<file path="src/rtl/bpf_forwarder.sv">
`timescale 1ns/1ps
// Forwarder-side reader of the BPF packet memory: reads an accepted packet in
// 64-bit beats, streams it on AXI-Stream with backpressure, then releases the buffer.
module bpf_forwarder #(
   parameter int PACKET_ADDR_WIDTH = 10,
   parameter int LEN_WIDTH         = PACKET_ADDR_WIDTH + 3
) (
   input  logic                         clk,
   input  logic                         rst,
   input  logic                         ready_for_forwarder,
   input  logic [LEN_WIDTH-1:0]         fwd_byte_len,
   output logic [PACKET_ADDR_WIDTH-1:0] forwarder_rd_addr,
   output logic                         forwarder_rd_en,
   input  logic [63:0]                  forwarder_rd_data,
   output logic                         forwarder_done,
   output logic [63:0]                  m_axis_tdata,
   output logic [7:0]                   m_axis_tkeep,
   output logic                         m_axis_tvalid,
   output logic                         m_axis_tlast,
   input  logic                         m_axis_tready
);

   localparam int BEAT_WIDTH = PACKET_ADDR_WIDTH + 1;
   localparam logic [LEN_WIDTH-1:0] MAX_LEN = LEN_WIDTH'(1) << (PACKET_ADDR_WIDTH + 2);

   localparam logic [1:0] ST_IDLE     = 2'd0;
   localparam logic [1:0] ST_STREAM   = 2'd1;
   localparam logic [1:0] ST_DONE     = 2'd2;
   localparam logic [1:0] ST_COOLDOWN = 2'd3;

   logic [1:0]                   state_q, state_d;
   logic [LEN_WIDTH-1:0]         len_q, len_d;
   logic [BEAT_WIDTH-1:0]        beats_q, beats_d;
   logic [BEAT_WIDTH-1:0]        issued_q, issued_d;
   logic [BEAT_WIDTH-1:0]        popped_q, popped_d;
   logic [PACKET_ADDR_WIDTH-1:0] addr_q, addr_d;
   logic                         inflight_q, inflight_d;
   logic [63:0]                  fifo_q [3];
   logic [63:0]                  fifo_d [3];
   logic [1:0]                   wr_ptr_q, wr_ptr_d;
   logic [1:0]                   rd_ptr_q, rd_ptr_d;
   logic [1:0]                   count_q, count_d;

   logic [LEN_WIDTH-1:0]  len_clamped;
   logic [BEAT_WIDTH-1:0] beats_calc;
   logic [7:0]            last_keep;
   logic                  is_last;
   logic                  push;
   logic                  pop;
   logic                  can_issue;

   assign len_clamped = (fwd_byte_len > MAX_LEN) ? MAX_LEN : fwd_byte_len;
   assign beats_calc  = BEAT_WIDTH'(len_clamped[LEN_WIDTH-1:3]) + BEAT_WIDTH'(|len_clamped[2:0]);
   assign last_keep   = (len_q[2:0] == 3'd0) ? 8'hFF : ~(8'hFF << len_q[2:0]);

   // The FIFO head is the beat with index popped_q, so last-beat framing comes from that count.
   assign m_axis_tvalid = (count_q != 2'd0);
   assign is_last       = (popped_q == beats_q - BEAT_WIDTH'(1));
   assign pop           = m_axis_tvalid & m_axis_tready;
   assign push          = inflight_q;
   assign m_axis_tdata  = m_axis_tvalid ? fifo_q[rd_ptr_q] : 64'd0;
   assign m_axis_tkeep  = m_axis_tvalid ? (is_last ? last_keep : 8'hFF) : 8'h00;
   assign m_axis_tlast  = m_axis_tvalid & is_last;

   // Reads in flight are counted against the FIFO so returning data always has a slot.
   assign can_issue = (state_q == ST_STREAM) && (issued_q < beats_q) &&
                      (({1'b0, count_q} + {2'b00, inflight_q}) < 3'd3);

   assign forwarder_rd_en   = can_issue;
   assign forwarder_rd_addr = addr_q;
   assign forwarder_done    = (state_q == ST_DONE);

   always_comb begin
      state_d    = state_q;
      len_d      = len_q;
      beats_d    = beats_q;
      issued_d   = issued_q;
      popped_d   = popped_q;
      addr_d     = addr_q;
      inflight_d = can_issue;
      fifo_d     = fifo_q;
      wr_ptr_d   = wr_ptr_q;
      rd_ptr_d   = rd_ptr_q;
      count_d    = count_q;

      case (state_q)
         ST_IDLE: begin
            if (ready_for_forwarder) begin
               len_d    = len_clamped;
               beats_d  = beats_calc;
               issued_d = '0;
               popped_d = '0;
               addr_d   = '0;
               state_d  = (len_clamped == '0) ? ST_DONE : ST_STREAM;
            end
         end
         ST_STREAM: begin
            if (can_issue) begin
               addr_d   = addr_q + PACKET_ADDR_WIDTH'(2);
               issued_d = issued_q + BEAT_WIDTH'(1);
            end
            if (pop) begin
               popped_d = popped_q + BEAT_WIDTH'(1);
               if (is_last) begin
                  state_d = ST_DONE;
               end
            end
         end
         ST_DONE: begin
            state_d = ST_COOLDOWN;
         end
         default: begin
            state_d = ST_IDLE;
         end
      endcase

      if (push) begin
         fifo_d[wr_ptr_q] = forwarder_rd_data;
         wr_ptr_d = (wr_ptr_q == 2'd2) ? 2'd0 : wr_ptr_q + 2'd1;
      end
      if (pop) begin
         rd_ptr_d = (rd_ptr_q == 2'd2) ? 2'd0 : rd_ptr_q + 2'd1;
      end
      case ({push, pop})
         2'b10:   count_d = count_q + 2'd1;
         2'b01:   count_d = count_q - 2'd1;
         default: count_d = count_q;
      endcase
   end

   always_ff @(posedge clk or negedge rst) begin
      if (!rst) begin
         state_q    <= ST_IDLE;
         len_q      <= '0;
         beats_q    <= '0;
         issued_q   <= '0;
         popped_q   <= '0;
         addr_q     <= '0;
         inflight_q <= 1'b0;
         for (int i = 0; i < 3; i++) begin
            fifo_q[i] <= 64'd0;
         end
         wr_ptr_q   <= 2'd0;
         rd_ptr_q   <= 2'd0;
         count_q    <= 2'd0;
      end else begin
         state_q    <= state_d;
         len_q      <= len_d;
         beats_q    <= beats_d;
         issued_q   <= issued_d;
         popped_q   <= popped_d;
         addr_q     <= addr_d;
         inflight_q <= inflight_d;
         for (int i = 0; i < 3; i++) begin
            fifo_q[i] <= fifo_d[i];
         end
         wr_ptr_q   <= wr_ptr_d;
         rd_ptr_q   <= rd_ptr_d;
         count_q    <= count_d;
      end
   end

endmodule

</file>
<file path="config.mk">
export PLATFORM = sky130hd
export DESIGN_NAME = bpf_forwarder
export DESIGN_NICKNAME = d
export VERILOG_FILES = /design/src/rtl/bpf_forwarder.sv
export SDC_FILE = /design/constraint.sdc
export NUM_CORES = 1
export LEC_CHECK = 0
export ABC_AREA = 1
export BUFFER_PORTS_ARGS = -buffer_cell sky130_fd_sc_hd__buf_2
export CORE_MARGIN = 1
export CORE_UTILIZATION = 60
export CTS_CLUSTER_SIZE = 16
export DETAILED_ROUTE_END_ITERATION = 8
export HOLD_SLACK_MARGIN = 0.06
export PLACE_DENSITY = 0.85
export SLEW_MARGIN = 20
export SYNTH_ARGS = -nofsm -noshare
export SYNTH_HDL_FRONTEND = slang
export SYNTH_SLANG_ARGS = --single-unit
export TNS_END_PERCENT = 5
</file>
<file path="constraint.sdc">
create_clock -name clk -period 5.16 [get_ports clk]
set_input_delay 1.032 -clock clk [delete_from_list [all_inputs] [get_ports clk]]
set_output_delay 1.032 -clock clk [all_outputs]
set_load 0.01 [all_outputs]
</file>
* Word-level counts from Yosys, hierarchy flattened *
Index checks and enable logic that the tools add are counted.

word-level totals
  register bits after elaboration = 247
  input bits = 81
  logic and storage cells = 87

cells by class
  add/subtract/negate cells = 10
  magnitude comparators = 6
  equal/unequal tests = 11
  shift operators = 1
  multiplexer cells = 27
  bitwise logic cells = 5
  reduce and logical (&&, ||, !) cells = 14

operators by type and width
  cell                                                 number
  2-to-1 mux 64 bit                                    4
  bitwise mux 192 bit                                  1
  binary-select mux 64 bit (select 2 bit)              1
  demux 64 bit (select 2 bit)                          1
  one-hot mux 11 bit (2 select lines)                  2
  2-to-1 mux 11 bit                                    3
  2-to-1 mux 8 bit                                     3
  adder 11 x 1 -> 11 bit (second input constant)       2
  2-to-1 mux 10 bit                                    2
  one-hot mux 10 bit (2 select lines)                  1
  > comparator 13 bit (second input constant)          1
  logical NOT 13 bit                                   1
  2-to-1 mux 13 bit                                    1
  2-to-1 mux 2 bit                                     6
  adder 10 x 1 -> 11 bit                               1
  == test 11 bit                                       1
  less-than comparator 11 bit                          1
  subtractor 11 x 1 -> 11 bit (second input constant)  1
  adder 10 x 2 -> 10 bit (second input constant)       1
  AND reduction 3 bit                                  3
  == test 2 bit (second input constant)                4
  != test 2 bit (second input constant)                4
  inverter 8 bit                                       1
  << shifter 8 x 3 -> 8 bit (first input constant)     1
  17 further kinds                                     27

* Longest topological paths before layout *
Gate-level depths: netlist of run 1.

  depth in word-level cells = 6
  depth in mapped cells = 14
  mapped depth without buffers = 14

* Least setup slack after synthesis of run 1 *
OpenSTA, ideal clock, no wires.

  path type = flip-flop to output port
  start = register beats_q[0]
  end = output m_axis_tkeep[1]
  arrival = 1.758 ns
  setup slack = 2.370 ns
  stages on the path, launching flop included = 12
  cells stage by stage = dfrtp_1 -> inv_1 -> ha_1 -> nand2_1 -> nor2_1 -> nand2_1 -> nand3_1 -> nand2_1 -> nor2_1 -> nand3_1 -> nor2_1 -> a21oi_1

on the way
  longest elaborated chain between the ends = 4

ends and longest elaborated chain
  element                        line  RTL
  start: declaration             33    logic [BEAT_WIDTH-1:0] beats_q, beats_d;
  start signal: assignment       149   beats_q <= beats_d;
  subtractor 11 x 1 -> 11 bit    58    assign is_last = (popped_q == beats_q - BEAT_WIDTH'(1));
  == test 11 bit                 58
  2-to-1 mux 8 bit (2 in a row)  62    assign m_axis_tkeep = m_axis_tvalid ? (is_last ? last_keep : 8'hFF) : 8'h00;
  end: declaration               17    output logic [7:0] m_axis_tkeep,

No other way between the ends.

* Worst setup path after layout of run 1 *
  start = register rd_ptr_q[0]
  end = output m_axis_tdata[59]

on the way
  longest elaborated chain between the ends = 5

ends and longest elaborated chain
  element                                               line  RTL
  start: declaration                                    41    logic [1:0] rd_ptr_q, rd_ptr_d;
  start signal: assignment                              158   rd_ptr_q <= rd_ptr_d;
  inverter 2 -> 3 bit (implied by the code)             61    assign m_axis_tdata = m_axis_tvalid ? fifo_q[rd_ptr_q] : 64'd0;
  binary-select mux 64 bit (select 2 bit)               61
  2-to-1 mux 64 bit (implied by the code) (2 in a row)  61
  2-to-1 mux 64 bit                                     61
  end: declaration                                      16    output logic [63:0] m_axis_tdata,

No other way between the ends. The select of a mux whose other input is x is not followed.

==> impl_metrics.env, run 1 <==
export IMPL_status="completed"
export IMPL_synth_xor_area_frac=0.0161
export IMPL_fin_worst_hold_slack_ps=484
export IMPL_cap_violations=0
export IMPL_synth_top_area_cell="dfrtp_1"
export IMPL_clock_latency_ps=530
export IMPL_arrival_ps=2930
export IMPL_worstSetupStartpointType="flip-flop"
export IMPL_worstPathMaxFanout=64
export IMPL_grt_pass1_wl_um=50500
export IMPL_crit_type="reg2out"
export IMPL_leakagePower_nw=7.83
export IMPL_netlist_area_um2=12500
export IMPL_overflow=0
export IMPL_slew_headroom=0.377
export IMPL_cts_tree="built"
export IMPL_synth_edf_count=0
export IMPL_dpl_cell_area_um2=13500
export IMPL_diodes=0
export IMPL_ys_seq_elements=246
export IMPL_drtAntennaViolNets=0
export IMPL_min_period_ps=3960
export IMPL_synth_cell_types=35
export IMPL_ctsResizeCount=0
export IMPL_initial_utilization=0.616
export IMPL_placementRows=52
export IMPL_vias_per_cell=5.48
export IMPL_hold_start="fifo_q[146]"
export IMPL_synth_mux_area_frac=0
export IMPL_cts_hold_buf=0
export IMPL_synthTopCellsByArea="dfrtp_1, nand2_1, o21ai_0, nand3_1, inv_1"
export IMPL_grt_max_degree=129
export IMPL_peakVddDrop_mv=0.411
export IMPL_synth_seq_area_share=0.493
export IMPL_synthCells=1657
export IMPL_die_w_um=146
export IMPL_clkTransAtPathRegs_ps=70
export IMPL_worst_pin_slew_ps=935
export IMPL_antenna_found_initial=0
export IMPL_hold_class="reg2reg"
export IMPL_ys_async_sr_fraction=1.00
export IMPL_required_ps=4130
export IMPL_wirelength_um=29700
export IMPL_core_area_um2=20300
export IMPL_end_kind="output pin"
export IMPL_dpl_hpwl_um=18500
export IMPL_yosys_area_share_simple=0.272
export IMPL_yosys_warnings=0
export IMPL_synth_ff_type="dfrtp_1"
export IMPL_synth_top_area_frac=0.493
export IMPL_setup_viol=0
export IMPL_tns_ps=0
export IMPL_skew_ps=14.5
export IMPL_portBuffers=165
export IMPL_post_route_period_util=0.768
export IMPL_synth_compound_area_frac=0.106
export IMPL_synth_fa_ha_area_frac=0.0250
export IMPL_r2r_start="count_q[0]"
export IMPL_avgSynthCellArea_um2=7.54
export IMPL_setup_slack_ps=1200
export IMPL_postCtsSetupBuffers=0
export IMPL_power_density_nw_per_um2=630
export IMPL_syn_nets=1763
export IMPL_areaGrowthSynthToFinish_pct=14.4
export IMPL_drc=0
export IMPL_worstSetupStartpoint="rd_ptr_q[0]"
export IMPL_clockRootBuffer="clkbuf_16"
export IMPL_rsz0062_at_grt="no"
export IMPL_finalHoldViolCount=0
export IMPL_ios=167
export IMPL_grt_usage=0.284
export IMPL_gp_congestion=0.982
export IMPL_vias=11290
export IMPL_grt_pass1_vias=10801
export IMPL_fmax_ghz=0.252
export IMPL_cts_htree_levels=1
export IMPL_dieArea_um2=21400
export IMPL_finalMaxSlewViolations=0
export IMPL_fillers=1632
export IMPL_detail_route_wl_per_cell_um=14.4
export IMPL_final_area_um2=14300
export IMPL_drt_iter0_drc=995
export IMPL_synth_top_family_by_area="simple AND/OR/NAND/NOR gates"
export IMPL_drive_above_1_share=0.131
export IMPL_numCtsBuffers=26
export IMPL_clockBufferDepth=3
export IMPL_place_worst_setup_slack_ps=1820
export IMPL_cts_sinks=246
export IMPL_nNetsFinal=1879
export IMPL_first_pass_iters=6
export IMPL_die_h_um=146
[power by group]
part           switching (mW)  internal, mW  leakage [nW]  total, mW
combinational            2.45          1.36          4.38       3.81
sequential              0.548          2.80          3.03       3.34
clock                   0.763          1.10         0.421       1.86
total                    3.76          5.25          7.83       9.01
[worst paths after layout]
check | depth (start not counted) | slack, ps | end
min | 2 | 480 | fifo_q[146]
max | 8 | 1200 | m_axis_tdata[59]
min reg2reg | 2 | 480 | fifo_q[146]
min in group asynchronous | 1 | 570 | fifo_q[14]
max in group asynchronous | 2 | 3420 | fifo_q[5]
max reg2reg | 12 | 1980 | popped_q[8]
[area by class of cell]
cell class              count  area (um^2)  area share
multi-input cells        1127         5300       0.370
clock buffers              35          736      0.0514
clock inverters            11          111     0.00779
well taps                 270          338      0.0236
repair buffers            177          930      0.0650
inverters                 195          732      0.0512
flip-flops and latches    246         6160       0.431
[per-stage QoR]
stage                     std cells   util  total power, mW
after global placement         2015  0.663             6.98
after floorplan                1657      -             5.89
after detailed placement       2015  0.663             7.13
final                          2061  0.705             9.01
after global routing           2061  0.705             9.77
after CTS                      2061  0.704             9.04
[layer usage]
layer,up-vias,wire length (um),track usage
met3,63,1910,0.0363
met4,0,777,0.0958
met5,-,0,0
met1,5316,12800,0.387
li1,5488,-,-
met2,423,14300,0.471
[sequential cells by signal (all words and copies together) (netlist names), 3 cells and up]
register           flops
len_q                  3
forwarder_rd_addr      9
issued_q              11
beats_q               11
popped_q              11
fifo_q               192
[cell usage in the layout (no fill, tap or decap), types with 3 or more instances in the layout]
| cell type | n |
|---|---|
| a21oi_1 | 20 |
| buf_2 | 164 |
| buf_4 | 11 |
| clkbuf_1 | 5 |
| clkbuf_16 | 27 |
| clkbuf_8 | 3 |
| clkinv_2 | 7 |
| dfrtp_1 | 245 |
| ha_1 | 25 |
| inv_1 | 192 |
| inv_2 | 3 |
| nand2_1 | 530 |
| nand3_1 | 178 |
| nand3_4 | 3 |
| nand3b_1 | 3 |
| nand4_1 | 6 |
| nor2_1 | 73 |
| nor3_1 | 9 |
| nor3_2 | 3 |
| nor3b_1 | 4 |
| nor4_1 | 3 |
| o21ai_0 | 224 |
| o21ai_1 | 5 |
| o22ai_1 | 4 |
| xnor2_1 | 5 |
| xor2_1 | 18 |
[worst max-delay path: stages, from the launching register on]
cell and delay (ps):
dfrtp_2 610, buf_4 400, nor2_4 160, buf_4 620, nand2_1 130, nand3_1 110, nand2_1 90, inv_1 80
buf_2 120
[cells in the mapped netlist, drive strengths merged (4+ instances only)]
library cell,count
nor3b,5
ha,25
inv,195
dfrtp,246
nand3,181
o21ai,229
clkbuf,71
a21oi,20
xnor2,5
nand4,6
o22ai,4
nor3,12
nor2,75
nand2,532
buf,18
xor2,18
[cells by family after synthesis]
group | Yosys count
buf+inv | 284
fa+ha+maj | 25
flops | 246
simple gates | 819
other cells | 1
compound gates | 259
xor+xnor | 23
No activity file was read; power rests on OpenSTA's default activity.
==> run 2, diff against run 1 <==
- ABC_AREA: 1 -> 0
- CORE_UTILIZATION: 60 -> 52
- PLACE_DENSITY: 0.85 -> 0.78
- clock period: 5.16 -> 3.3 ns (I/O delays scaled with it)
==> impl_metrics.env, run 2 <==
export IMPL_largest_reg_flops=192
export IMPL_detail_route_wl_per_cell_um=17.4
export IMPL_tns_ps=-974
export IMPL_end_kind="output pin"
export IMPL_synth_cell_types=61
export IMPL_portBuffers=165
export IMPL_worst_pin_slew_ps=1030
export IMPL_rsz0062_at_grt="yes"
export IMPL_numCtsBuffers=27
export IMPL_ys_async_sr_fraction=1.00
export IMPL_leakagePower_nw=6.63
export IMPL_synth_top_area_cell="dfrtp_1"
export IMPL_cts_sinks=246
export IMPL_vias=8762
export IMPL_peakVddDrop_mv=0.689
export IMPL_clock_latency_ps=520
export IMPL_areaGrowthSynthToFinish_pct=17.7
export IMPL_violations="negative setup slack"
export IMPL_grt_pass1_wl_um=45200
export IMPL_worstPathMaxFanout=7
export IMPL_yosysMostFrequentCell="dfrtp_1"
export IMPL_final_cell_mix="dfrtp_1, mux2_2, buf_2"
export IMPL_grt_max_degree=79
export IMPL_cts_tree="built"
export IMPL_gp_congestion=0.843
export IMPL_routed_wl_met2_um=13100
export IMPL_hold_class="in2async"
export IMPL_synthTopCellsByArea="dfrtp_1, mux2_2, mux2i_1, nor2_1, a21oi_1"
export IMPL_wl_met1_um=12600
export IMPL_arrival_ps=2830
export IMPL_synth_ff_type="dfrtp_1"
export IMPL_wl_met3_um=1110
export IMPL_slew_headroom=0.315
export IMPL_grt_usage=0.232
export IMPL_dpl_hpwl_um=17200
export IMPL_drtAntennaViolNets=0
export IMPL_rr_worst_depth=10
export IMPL_drive_above_1_share=0.356
export IMPL_syn_nets=1200
export IMPL_core_area_um2=22800
export IMPL_top_register="fifo_q"
export IMPL_nNetsFinal=1353
export IMPL_fmax_ghz=0.286
export IMPL_dieArea_um2=24100
export IMPL_wirelength_um=27400
export IMPL_die_h_um=155
export IMPL_crit_type="reg2out"
export IMPL_synth_top_area_frac=0.504
export IMPL_power_density_nw_per_um2=1040
export IMPL_ios=167
export IMPL_vias_per_cell=5.55
export IMPL_placementRows=55
export IMPL_clockBufferDepth=3
export IMPL_min_period_ps=3490
export IMPL_finalMaxSlewViolations=0
export IMPL_cts_hold_buf=0
export IMPL_antenna_found_initial=2
export IMPL_place_inst=1526
export IMPL_synthCells=1094
export IMPL_post_route_period_util=1.06
export IMPL_worstSetupStartpointType="flip-flop"
export IMPL_cap_violations=0
export IMPL_clockRootBuffer="clkbuf_16"
export IMPL_yosys_top_cells_count="dfrtp_1, mux2_2, nor2_1"
export IMPL_overflow=0
export IMPL_status="finished, violations left"
export IMPL_setup_viol=8
export IMPL_drt_iter0_drc=488
export IMPL_initial_utilization=0.535
export IMPL_routed_top_layer="met4"
export IMPL_synth_edf_count=0
export IMPL_fin_cells=1579
export IMPL_finalHoldViolCount=0
export IMPL_skew_ps=7.29
export IMPL_final_core_util=0.630
export IMPL_first_pass_iters=4
export IMPL_cts_htree_levels=1
export IMPL_clkTransAtPathRegs_ps=60
export IMPL_setup_slack_ps=-193
export IMPL_die_w_um=155
export IMPL_ys_seq_elements=246
export IMPL_yosys_warnings=0
export IMPL_layout_commonest_cell="dfrtp_1"
export IMPL_avgSynthCellArea_um2=11.2
export IMPL_grt_pass1_vias=9019
export IMPL_netlist_area_um2=12200
export IMPL_synth_seq_area_share=0.504
export IMPL_drc=0
export IMPL_required_ps=2640
[run 2: path summary, 6_finish.rpt]
check                                       from               to  slack, ps
hold / removal                               rst      issued_q[4]         90
setup / recovery                      beats_q[1]  m_axis_tkeep[1]       -190
hold reg to reg                       fifo_q[70]       fifo_q[70]        500
max in group asynchronous                    rst       fifo_q[41]       2370
min in group clk           forwarder_rd_data[52]      fifo_q[116]        390
setup reg to reg                      beats_q[1]       state_q[0]        690
[run 2: timing repair]
item / 4_1_cts / 5_1_grt
setup buffers: 5 / 0
pin swaps: 3 / 2
resized for setup: 7 / 3
setup endpoints to repair: 8 / 9
[run 2: through the flow]
stage          instance area (um^2)  setup slack [ps]  total power, mW  hold WS [ps]
2_1_floorplan                 12200               401             9.84           364
3_3_place_gp                  13400               202             11.7           486
3_5_place_dp                  13400               156             12.0           493
4_1_cts                       14400              -187             15.1           106
5_1_grt                       14400              -323             16.0           119
6_report                      14400              -193             14.9          88.8
[run 2: metal layers]
layer | global-route usage | up-vias
li1 | - | 4158
met5 | 0 | -
met3 | 0.0315 | 43
met2 | 0.394 | 190
met4 | 0.0672 | 0
met1 | 0.313 | 4371
[run 2: power by group]
part	total [mW]	switching [mW]	leakage [nW]	internal (mW)
Sequential	5.27	0.846	2.94	4.42
Combinational	6.65	3.42	3.26	3.23
Clock	3.02	1.20	0.439	1.82
Total	14.9	5.46	6.63	9.47
[run 2: final cells by class]
type | instances | area, um^2
repair buffers | 186 | 1060
clock buffers | 35 | 746
diodes | 2 | 5.00
clock inverters | 11 | 143
well taps | 313 | 392
fillers | 1845 | 8460
flip-flops and latches | 246 | 6160
multi-input cells | 759 | 5780
inverters | 27 | 101
[run 2: cells by family after synthesis]
group / count (synthesis) / synth area share
xor+xnor: 32 / 0.0229
buf+inv: 89 / 0.0282
compound gates: 149 / 0.0752
simple gates: 290 / 0.109
flops: 246 / 0.504
mux: 262 / 0.235
other cells: 1 / 0.000307
fa+ha+maj: 25 / 0.0256
[run 2: worst max-delay path, cell delays in order, from the launching register on]
cell     delay, ps
dfrtp_1        390
inv_2           90
ha_4           130
or4b_4         510
nor2_4         100
xnor2_1         70
o41ai_2        260
or2_4          200
nand3_4         90
o41a_1         320
buf_2          140
